### src/rtl/serial_sub_ctrl.sv
// rtl/serial_sub_ctrl.sv - bit-serial a - b - bin controller around one full-subtractor cell
module serial_sub_ctrl #(
    parameter int WIDTH = 8
) (
    input  logic             clk,
    input  logic             rst,
    input  logic             start,
    input  logic [WIDTH-1:0] a,
    input  logic [WIDTH-1:0] b,
    input  logic             bin,
    output logic             busy,
    output logic             done,
    output logic [WIDTH-1:0] diff,
    output logic             bout
);
    localparam int CW = $clog2(WIDTH + 1);

    typedef enum logic [1:0] {IDLE, RUN, DONE} state_t;

    state_t           state;
    logic [WIDTH-1:0] a_sh, b_sh, r_sh;
    logic             br;
    logic [CW-1:0]    cnt;

    logic             ai, bi, d, bo;
    logic [WIDTH-1:0] r_next;

    // Shared full-subtractor cell; the new bit lands in the MSB so the LSB-first
    // stream ends up in place after WIDTH shifts.
    always_comb begin
        ai     = a_sh[0];
        bi     = b_sh[0];
        d      = ai ^ bi ^ br;
        bo     = (~ai & bi) | (~(ai ^ bi) & br);
        r_next = (r_sh >> 1) | (WIDTH'(d) << (WIDTH - 1));
    end

    always_ff @(posedge clk) begin
        if (rst) begin
            state <= IDLE;
            a_sh  <= '0;
            b_sh  <= '0;
            r_sh  <= '0;
            br    <= 1'b0;
            cnt   <= '0;
            busy  <= 1'b0;
            done  <= 1'b0;
            diff  <= '0;
            bout  <= 1'b0;
        end else begin
            case (state)
                IDLE: begin
                    if (start) begin
                        a_sh  <= a;
                        b_sh  <= b;
                        br    <= bin;
                        cnt   <= '0;
                        busy  <= 1'b1;
                        state <= RUN;
                    end
                end
                RUN: begin
                    a_sh <= a_sh >> 1;
                    b_sh <= b_sh >> 1;
                    r_sh <= r_next;
                    br   <= bo;
                    cnt  <= cnt + CW'(1);
                    if (cnt == CW'(WIDTH - 1)) begin
                        diff  <= r_next;
                        bout  <= bo;
                        done  <= 1'b1;
                        busy  <= 1'b0;
                        state <= DONE;
                    end
                end
                DONE: begin
                    done  <= 1'b0;
                    state <= IDLE;
                end
                default: state <= IDLE;
            endcase
        end
    end
endmodule

### config.mk
export PLATFORM = sky130hd
export DESIGN_NAME = serial_sub_ctrl
export DESIGN_NICKNAME = d
export VERILOG_FILES = /design/src/rtl/serial_sub_ctrl.sv
export SDC_FILE = /design/constraint.sdc
export NUM_CORES = 1
export LEC_CHECK = 0
export CORE_MARGIN = 8
export CORE_UTILIZATION = 55
export DETAILED_ROUTE_END_ITERATION = 12
export PLACE_DENSITY = 0.83
export SLEW_MARGIN = 0
export SYNTH_ARGS = -nofsm -noshare
export SYNTH_HDL_FRONTEND = slang
export SYNTH_SLANG_ARGS = --single-unit
### constraint.sdc
create_clock -name clk -period 2.9 [get_ports clk]
set_input_delay 0.29 -clock clk [delete_from_list [all_inputs] [get_ports clk]]
set_output_delay 0.29 -clock clk [all_outputs]
set_load 0.005 [all_outputs]
* Yosys cells after proc, flatten, opt, wreduce, memory -nomap -nowiden *
Cells that the tools add are included.

storage, ports and cells
  RAM bits = 0
  register bits = 42
  memories = 0
  output and inout port bits = 11
  bits in read-only memories = 0
  bits of input ports = 20
  bits in latches = 0
  logic and storage cells = 48

cells by class
  $mul = 0
  shifts and indexed selects = 0
  equal/unequal tests = 5
  add/sub/neg operators = 1
  bitwise gates (word level) = 8
  reductions and logical operators = 8
  divide/modulo/power cells = 0
  order comparisons = 0
  mux-type cells = 16

operators by type and width
  cell                                                                   number
  8-bit case mux with 2 select lines                                     2
  8-bit 2-to-1 mux                                                       2
  7-bit by 8-bit bitwise OR with 8-bit output                            1
  4-bit case mux with 2 select lines                                     1
  2-bit AND reduction                                                    4
  1-bit case mux with 2 select lines                                     3
  4-bit by 1-bit adder with 4-bit output, second input constant          1
  4-bit by 3-bit equality test with 1-bit output, second input constant  1
  1-bit 2-to-1 mux                                                       4
  2-bit 2-to-1 mux                                                       2
  4-bit 2-to-1 mux                                                       1
  2-bit != test, second input constant                                   2
  2-bit case mux with 2 select lines                                     1
  2-bit nonzero test                                                     2
  3-bit AND reduction                                                    1
  1-bit AND                                                              2
  2-bit by 1-bit equality test with 1-bit output, second input constant  1
  2-bit equality test, second input constant                             1
  2-bit zero test                                                        1
  1-bit inverter                                                         2
  1-bit bitwise XOR                                                      2
  1-bit bitwise OR                                                       1

* Longest topological paths before layout *
Gate-level depths: netlist of run 1.

  depth after elaboration = 5
  gate-level depth with buffers = 5
  gate-level depth less buffers = 5

* Least setup slack after synthesis of run 1 *
OpenSTA, ideal clock, no wires.

  path type = register -> register
  start point = register state[1]
  end point = register diff[0]
  required time = 2.768 ns
  cell stages (with the launch flop) = 6
  arrival time = 1.063 ns
  clock period less this slack = 1.195 ns
  setup slack = 1.705 ns
  library setup time = 0.132 ns
  path buffers = 2
  cells stage by stage = dfxtp_1 > nand2b_1 > buf_2 > buf_2 > o31ai_1 > a21oi_1

on the way
  cells in the longest elaborated chain, start to end = 2

ends and longest elaborated chain
  item                                            RTL line  source
  start, declared                                 20        state_t state;
  start signal, assigned                          40        state <= IDLE;
  start signal, assigned                          59        state <= RUN;
  start signal, assigned                          73        state <= DONE;
  2-bit by 1-bit equality test with 1-bit output  51        case (state)
  2-bit AND reduction (no source line)            -
  end signal, assigned                            69        diff <= r_next;
  end, declared                                   13        output logic [WIDTH-1:0] diff,

Every way passes these cells.
A chain may end at the register's enable or synchronous reset.

* Final worst setup path of run 1 *
  start point = register state[0]
  end point = register cnt[3]

on the way
  cells in the longest elaborated chain, start to end = 3
  elaborated cells on any way between the ends = 6
  those cells by class = eq/ne: 2; mux: 1; reduce/logical: 3

ends and longest elaborated chain
  item                                                                                      RTL line  source
  2-bit by 1-bit equality test with 1-bit output / 2-bit zero test (equally long branches)  51
  2-bit nonzero test (no source line) / 2-bit != test (equally long branches)               -
  2-bit AND reduction (no source line)                                                      -
  end signal, assigned                                                                      67        cnt <= cnt + CW'(1);
  end, declared                                                                             23        logic [CW-1:0] cnt;

Parallel ways exist; a longest one is shown, timed or not.

==> metrics.md, run 1 <==
| Metric | Value |
|---|---|
| Relative slew margins | 0.565 |
| Fill cell count | 242 |
| Antenna viol nets, final | 0 |
| Hold/Removal Path Class | reg -> reg |
| RSZ-0062 raised after global routing | no |
| Worst-path cell chain | buf_4 -> nand2b_1 -> or3_1 -> a31oi_1 |
| Worst setup path class | reg -> reg |
| Initial DRC count | 187 |
| Initial Util | 0.573 |
| Worst Slack Setup Final | 1060 ps |
| Outcome | complete, no violations |
| Clock skew | 17.1 ps |
| Via count | 1577 |
| Clock Tree Buf Depth | 2 |
| Async S/R FF share, synth | 0 |
| Crit path max-delay family | simple AND/OR/NAND/NOR gates |
| Port Buffers | 30 |
| Register area share after synthesis | 0.477 |
| # nets final | 246 |
| Row cnt | 20 |
| Top Ports | 31 |
| Lkg Pwr | 0.725 nW |
| Max FO, Critical Path | 21 |
| Share of cells above drive strength 1 | 0.0533 |
| Yosys reg bits | 41 |
| Crit end category | flop |
| Post-CTS Resized | 0 |
| Synth warnings | 0 |
| Root Driver | clkbuf_4 |
| Most common cell after layout, fill and taps aside | dfxtp_1 |
| CTS Hold Buffers Added | 0 |
| CTS Sinks | 41 |
| Fin crit period | 1840 ps |
| Residual DRC | 0 |
| Worst-skew pair later-pin latency | 360 ps |
| H-tree levels | 2 |
| Crit path arrival time | 2130 ps |
| Cts bufs inserted | 5 |
| Worst vdd ir | 0.340 mV |
| Post-Syn Area | 1720 sq um |
| Vias per inst | 6.11 |
| Mean Syn Cell Area | 8.52 sq um |
| Largest net degree at the start of global routing | 42 |
| Die width | 71.9 um |
| Post-Syn Nets | 224 |
| CTS tree | yes |
| Startpoint types | flop |
| Antenna violations before repair | 0 |
| Crit path buffers/inverters | 1 |
| Worst-path clk slew | 130 ps |
| Hpwl dp | 2750 um |
| Post-synth cell types | 29 |
| Synth Instances | 202 |
| Syn-to-layout area delta | 21.5% |
| Die Ht | 71.9 um |
| Total power | 0.00113 W |
| # setup viols final | 0 |
| DR WL/cell | 15.8 um |
| Final Hold Fails | 0 |
| CP peak stage delay | 480 ps |
| Die area | 5170 sq um |
| CP required | 3190 ps |
| Total gr overflow | 0 |
| Max Slew Vio Count | 0 |
| Post-route clock period utilization | 0.635 |
| Core Area | 3000 sq um |
| Max-cap check violation count | 0 |
| Power Density | 542 nW/um^2 |
| Post-synth EDFFs | 0 |
| Synth Flop Type | dfxtp_1 |
| Final Wtd Congestion | 0.757 |
| Transition time of the tightest slew-check pin | 653 ps |
| Drt pass-1 iters | 4 |
| Pre-CTS WS | 993 ps |
| Setup repair bufs after CTS | 0 |
| N_diodes | 0 |
| Tot GR Track Use | 0.167 |
| Critical path's slowest cell | or3_1 |
| Most frequent cells in the layout | dfxtp_1, nor2_1, clkdlybuf4s50_1, nand2_1, a21oi_1 |
| Setup_tns | 0 ps |
| Vias in the first global route | 1508 |
| Highest clock rate | 543 MHz |
| Routed wire length | 4080 um |
| First-pass GRT wire length | 6810 um |
[layer usage]
layer / wire length, um / global-route usage / up-vias
met4: 85 / 0.0862 / 0
met2: 1910 / 0.257 / 65
li1: - / - / 765
met5: 0 / 0 / -
met3: 296 / 0.0579 / 11
met1: 1790 / 0.201 / 736
[cell type report]
class / count / area [sq um] / area share
clock buffer: 7 / 55.1 / 0.0263
clock inverter: 1 / 30.0 / 0.0144
inverter: 4 / 15.0 / 0.00719
multi-input combinational: 139 / 805 / 0.385
sequential: 41 / 821 / 0.393
tap: 33 / 41.3 / 0.0198
timing repair buffer: 33 / 323 / 0.154
[worst paths after layout]
kind | end | cells after the start | slack, ps | from
max | cnt[3]$_SDFFE_PP0P_ | 4 | 1060 | state[0]$_SDFFE_PP0P_
min | r_sh[2]$_SDFFE_PP0P_ | 2 | 480 | r_sh[3]$_SDFFE_PP0P_
max reg2reg | cnt[3]$_SDFFE_PP0P_ | 4 | 1060 | state[0]$_SDFFE_PP0P_
min reg2reg | r_sh[2]$_SDFFE_PP0P_ | 2 | 480 | r_sh[3]$_SDFFE_PP0P_
[state kept, by name, summed over array words and instances (netlist names)]
signal  cells
a_sh        8
b_sh        8
bout        1
br          1
busy        1
cnt         4
diff        8
done        1
r_sh        7
state       2
[power breakdown]
| part | internal (W) | switching (W) | total [W] |
|---|---|---|---|
| logic | 0.0000626 | 0.0000720 | 0.000135 |
| clock network | 0.000206 | 0.000187 | 0.000393 |
| registers | 0.000590 | 0.0000166 | 0.000606 |
[stage by stage]
step           instances  cell area, sq um  hold slack [ps]  utilization
6_report             258              2090              477        0.696
5_1_grt              258              2090              496        0.696
4_1_cts              258              2090              473        0.696
3_5_place_dp         250              2000              456        0.668
3_3_place_gp         250              2000              443        0.668
2_1_floorplan        202              1720              437            -
[kinds of logic (layout without fill, tap and decap cells)]
family,count (synthesis),count (layout),share of synthesized area
AOI/OAI and AO/OA,67,67,0.276
DFF,41,41,0.477
adders and majority gates,2,2,0.0189
buffers and inverters,22,45,0.0553
and+or+nand+nor,70,70,0.172
[worst min-delay path, delay by kind of cell (launching register included)]
| family | cells | cell delay (ps) |
|---|---|---|
| DFF | 1 | 350 |
| and+or+nand+nor | 1 | 60 |
| AOI/OAI and AO/OA | 1 | 50 |
[synthesized netlist by cell type, types with 2 or more instances]
library cell	number	area, sq um
dfxtp_1	41	821
nor2_1	31	116
nand2_1	21	78.8
a21oi_1	18	90.1
a211oi_1	16	120
o2bb2ai_1	12	105
nand3_1	10	50.1
clkbuf_1	9	33.8
o31ai_1	8	60.1
buf_2	7	35.0
inv_1	4	15.0
a22oi_1	3	22.5
a221oi_1	2	17.5
nand2b_1	2	12.5
nor3_1	2	10.0
o21ai_0	2	10.0
o22ai_1	2	12.5
(Power assumes the default switching activity.)
==> run 2, diff against run 1 <==
--- a/config.mk
+++ b/config.mk
@@ -6,9 +6,9 @@
 export NUM_CORES = 1
 export LEC_CHECK = 0
 export CORE_MARGIN = 8
-export CORE_UTILIZATION = 55
+export CORE_UTILIZATION = 51
 export DETAILED_ROUTE_END_ITERATION = 12
-export PLACE_DENSITY = 0.83
+export PLACE_DENSITY = 0.78
 export SLEW_MARGIN = 0
 export SYNTH_ARGS = -nofsm -noshare
 export SYNTH_HDL_FRONTEND = slang
==> constraint.sdc (replaced) <==
create_clock -name clk -period 1.8 [get_ports clk]
set_input_delay 0.18 -clock clk [delete_from_list [all_inputs] [get_ports clk]]
set_output_delay 0.18 -clock clk [all_outputs]
set_load 0.005 [all_outputs]
==> run 2 against run 1 <==
Wire length fell by 2.3%. Global-route usage is 0.43 points lower. Clock skew is 11 ps lower. Worst hold slack worse by 20 ps. Sequential power up 61%. Setup slack worse by 760 ps. Non-clock buffer count grew 5. Fmax grew 23%. Sequential share of layout area shrank 0.99 points. Sequential cell count did not move.
==> metrics.md, run 2 (synthesized netlist as in run 1, its figures left out) <==
| Metric | Value |
|---|---|
| Startpoint types | flop (unchanged) |
| Sw Share | 0.237 (was 0.243) |
| Initial Util | 0.524 (was 0.573) |
| CTS Sinks | 41 (unchanged) |
| P_int | 0.00139 W (was 0.000858 W) |
| Switch Pwr | 0.000432 W (was 0.000275 W) |
| Max FO, Critical Path | 10 (was 21) |
| Die Ht | 74.1 um (was 71.9 um) |
| Crit path arrival time | 1740 ps (was 2130 ps) |
| Port Buffers | 30 (unchanged) |
| Residual DRC | 0 (unchanged) |
| Worst-path clk slew | 120 ps (was 130 ps) |
| CTS tree | yes (unchanged) |
| Routed wire length | 3990 um (was 4080 um) |
| Critical path's slowest cell | dfxtp_1 (was or3_1) |
| Lkg Pwr | 0.749 nW (was 0.725 nW) |
| Total gr overflow | 0 (unchanged) |
| CP peak stage delay | 500 ps (was 480 ps) |
| Reg power frac | 0.537 (was 0.535) |
| CTS Hold Buffers Added | 0 (unchanged) |
| H-tree levels | 2 (unchanged) |
| Setup_tns | 0 ps (unchanged) |
| Highest clock rate | 667 MHz (was 543 MHz) |
| Final Wtd Congestion | 0.731 (was 0.757) |
| Part of the power in combinational logic | 0.120 (was 0.119) |
| Vias per inst | 5.55 (was 6.11) |
| Core Area | 3280 sq um (was 3000 sq um) |
| First-pass GRT wire length | 6980 um (was 6810 um) |
| Most common cell after layout, fill and taps aside | dfxtp_1 (unchanged) |
| Root Driver | clkbuf_4 (unchanged) |
| Relative slew margins | 0.655 (was 0.565) |
| Largest net degree at the start of global routing | 42 (unchanged) |
| Post-CTS Resized | 0 (unchanged) |
| Crit end category | flop (unchanged) |
| Antenna violations before repair | 0 (unchanged) |
| Worst-path cell chain | nand2b_1 -> buf_4 -> o31ai_1 -> a21oi_1 (was buf_4 -> nand2b_1 -> or3_1 -> a31oi_1) |
| Worst vdd ir | 0.593 mV (was 0.340 mV) |
| Row cnt | 21 (was 20) |
| DR WL/cell | 14.5 um (was 15.8 um) |
| Tot GR Track Use | 0.163 (was 0.167) |
| Pre-CTS WS | 242 ps (was 993 ps) |
| Worst-skew pair later-pin latency | 350 ps (was 360 ps) |
| Die width | 74.1 um (was 71.9 um) |
| Clock power share | 0.343 (was 0.346) |
| Drt pass-1 iters | 4 (unchanged) |
| Crit path buffers/inverters | 1 (unchanged) |
| Worst Slack Setup Final | 300 ps (was 1060 ps) |
| Hpwl dp | 2840 um (was 2750 um) |
| RSZ-0062 raised after global routing | no (unchanged) |
| Crit path max-delay family | flip-flops (was simple AND/OR/NAND/NOR gates) |
| Max Slew Vio Count | 0 (unchanged) |
| Die area | 5490 sq um (was 5170 sq um) |
| Final Hold Fails | 0 (unchanged) |
| Hold/Removal Path Class | in -> reg (was reg -> reg) |
| Cts bufs inserted | 5 (unchanged) |
| Power Density | 850 nW/um^2 (was 542 nW/um^2) |
| CP required | 2040 ps (was 3190 ps) |
| Clock skew | 5.59 ps (was 17.1 ps) |
| Vias in the first global route | 1527 (was 1508) |
| Outcome | complete, no violations (unchanged) |
| Top Ports | 31 (unchanged) |
| Final instance area | 2140 sq um (was 2090 sq um) |
| DP Area | 2060 sq um (was 2000 sq um) |
| Syn-to-layout area delta | 24.6% (was 21.5%) |
| Initial DRC count | 104 (was 187) |
| N_diodes | 0 (unchanged) |
| Via count | 1533 (was 1577) |
| Post-route clock period utilization | 0.833 (was 0.635) |
| Worst setup path class | reg -> reg (unchanged) |
| Most frequent cells in the layout | dfxtp_1, nor2_1, clkdlybuf4s50_1, nand2_1, a21oi_1 (unchanged) |
| Setup repair bufs after CTS | 0 (unchanged) |
| Max-cap check violation count | 0 (unchanged) |
| Antenna viol nets, final | 0 (unchanged) |
| Share of cells above drive strength 1 | 0.0739 (was 0.0533) |
| Fin crit period | 1500 ps (was 1840 ps) |
| # nets final | 251 (was 246) |
| Top Registers | a_sh x8, b_sh x8, diff x8 (unchanged) |
| Transition time of the tightest slew-check pin | 517 ps (was 653 ps) |
| # setup viols final | 0 (unchanged) |
| Clock Tree Buf Depth | 2 (unchanged) |
run 2: cell types whose count changed in the layout (fill, tap and decap cells not counted), sizes merged:
cell	previous run	this run
buf	3	8
run 2: power groups by stage:
| stage | registers [W] | logic (W) | clock network, W |
|---|---|---|---|
| 2_1_floorplan | 0.000989 | 0.000143 | 0 |
| 3_3_place_gp | 0.000995 | 0.000212 | 0 |
| 3_5_place_dp | 0.000998 | 0.000219 | 0 |
| 4_1_cts | 0.000977 | 0.000220 | 0.000633 |
| 5_1_grt | 0.000983 | 0.000243 | 0.000673 |
| 6_report | 0.000978 | 0.000219 | 0.000624 |
run 2: metrics by stage:
stage | utilization | total power, W | hold slack (ps) | std cells
6_report | 0.653 | 0.00182 | 457 | 276
5_1_grt | 0.653 | 0.00190 | 491 | 276
4_1_cts | 0.653 | 0.00183 | 457 | 276
3_5_place_dp | 0.627 | 0.00122 | 463 | 268
3_3_place_gp | 0.627 | 0.00121 | 446 | 268
2_1_floorplan | - | 0.00113 | 328 | 202
run 2: tightest hold or removal path, stage by stage:
cell	delay (ps)
clkdlybuf4s50_1	450
a22oi_1	60
nor2_1	80
run 2: final timing paths:
check / end / cells after the start / from / slack (ps)
setup / recovery: diff[7]$_SDFFE_PP0P_ / 4 / state[0]$_SDFFE_PP0P_ / 300
hold / removal: a_sh[7]$_SDFFE_PP0P_ / 3 / a[7] / 460
setup reg to reg: diff[7]$_SDFFE_PP0P_ / 4 / state[0]$_SDFFE_PP0P_ / 300
hold reg to reg: r_sh[1]$_SDFFE_PP0P_ / 2 / r_sh[1]$_SDFFE_PP0P_ / 480
run 2: cell type report:
| type | instances | area [sq um] |
|---|---|---|
| fill | 287 | 1140 |
| sequential | 41 | 821 |
| multi-input combinational | 139 | 805 |
| timing repair buffer | 38 | 360 |
| tap | 46 | 57.6 |
| clock buffer | 7 | 55.1 |
| clock inverter | 1 | 30.0 |
| inverter | 4 | 15.0 |
run 2: per-layer routing:
metal	GRT usage	wire, um
met1	0.178	1730
met2	0.280	2030
met3	0.0539	183
met4	0.0687	55
met5	0	0
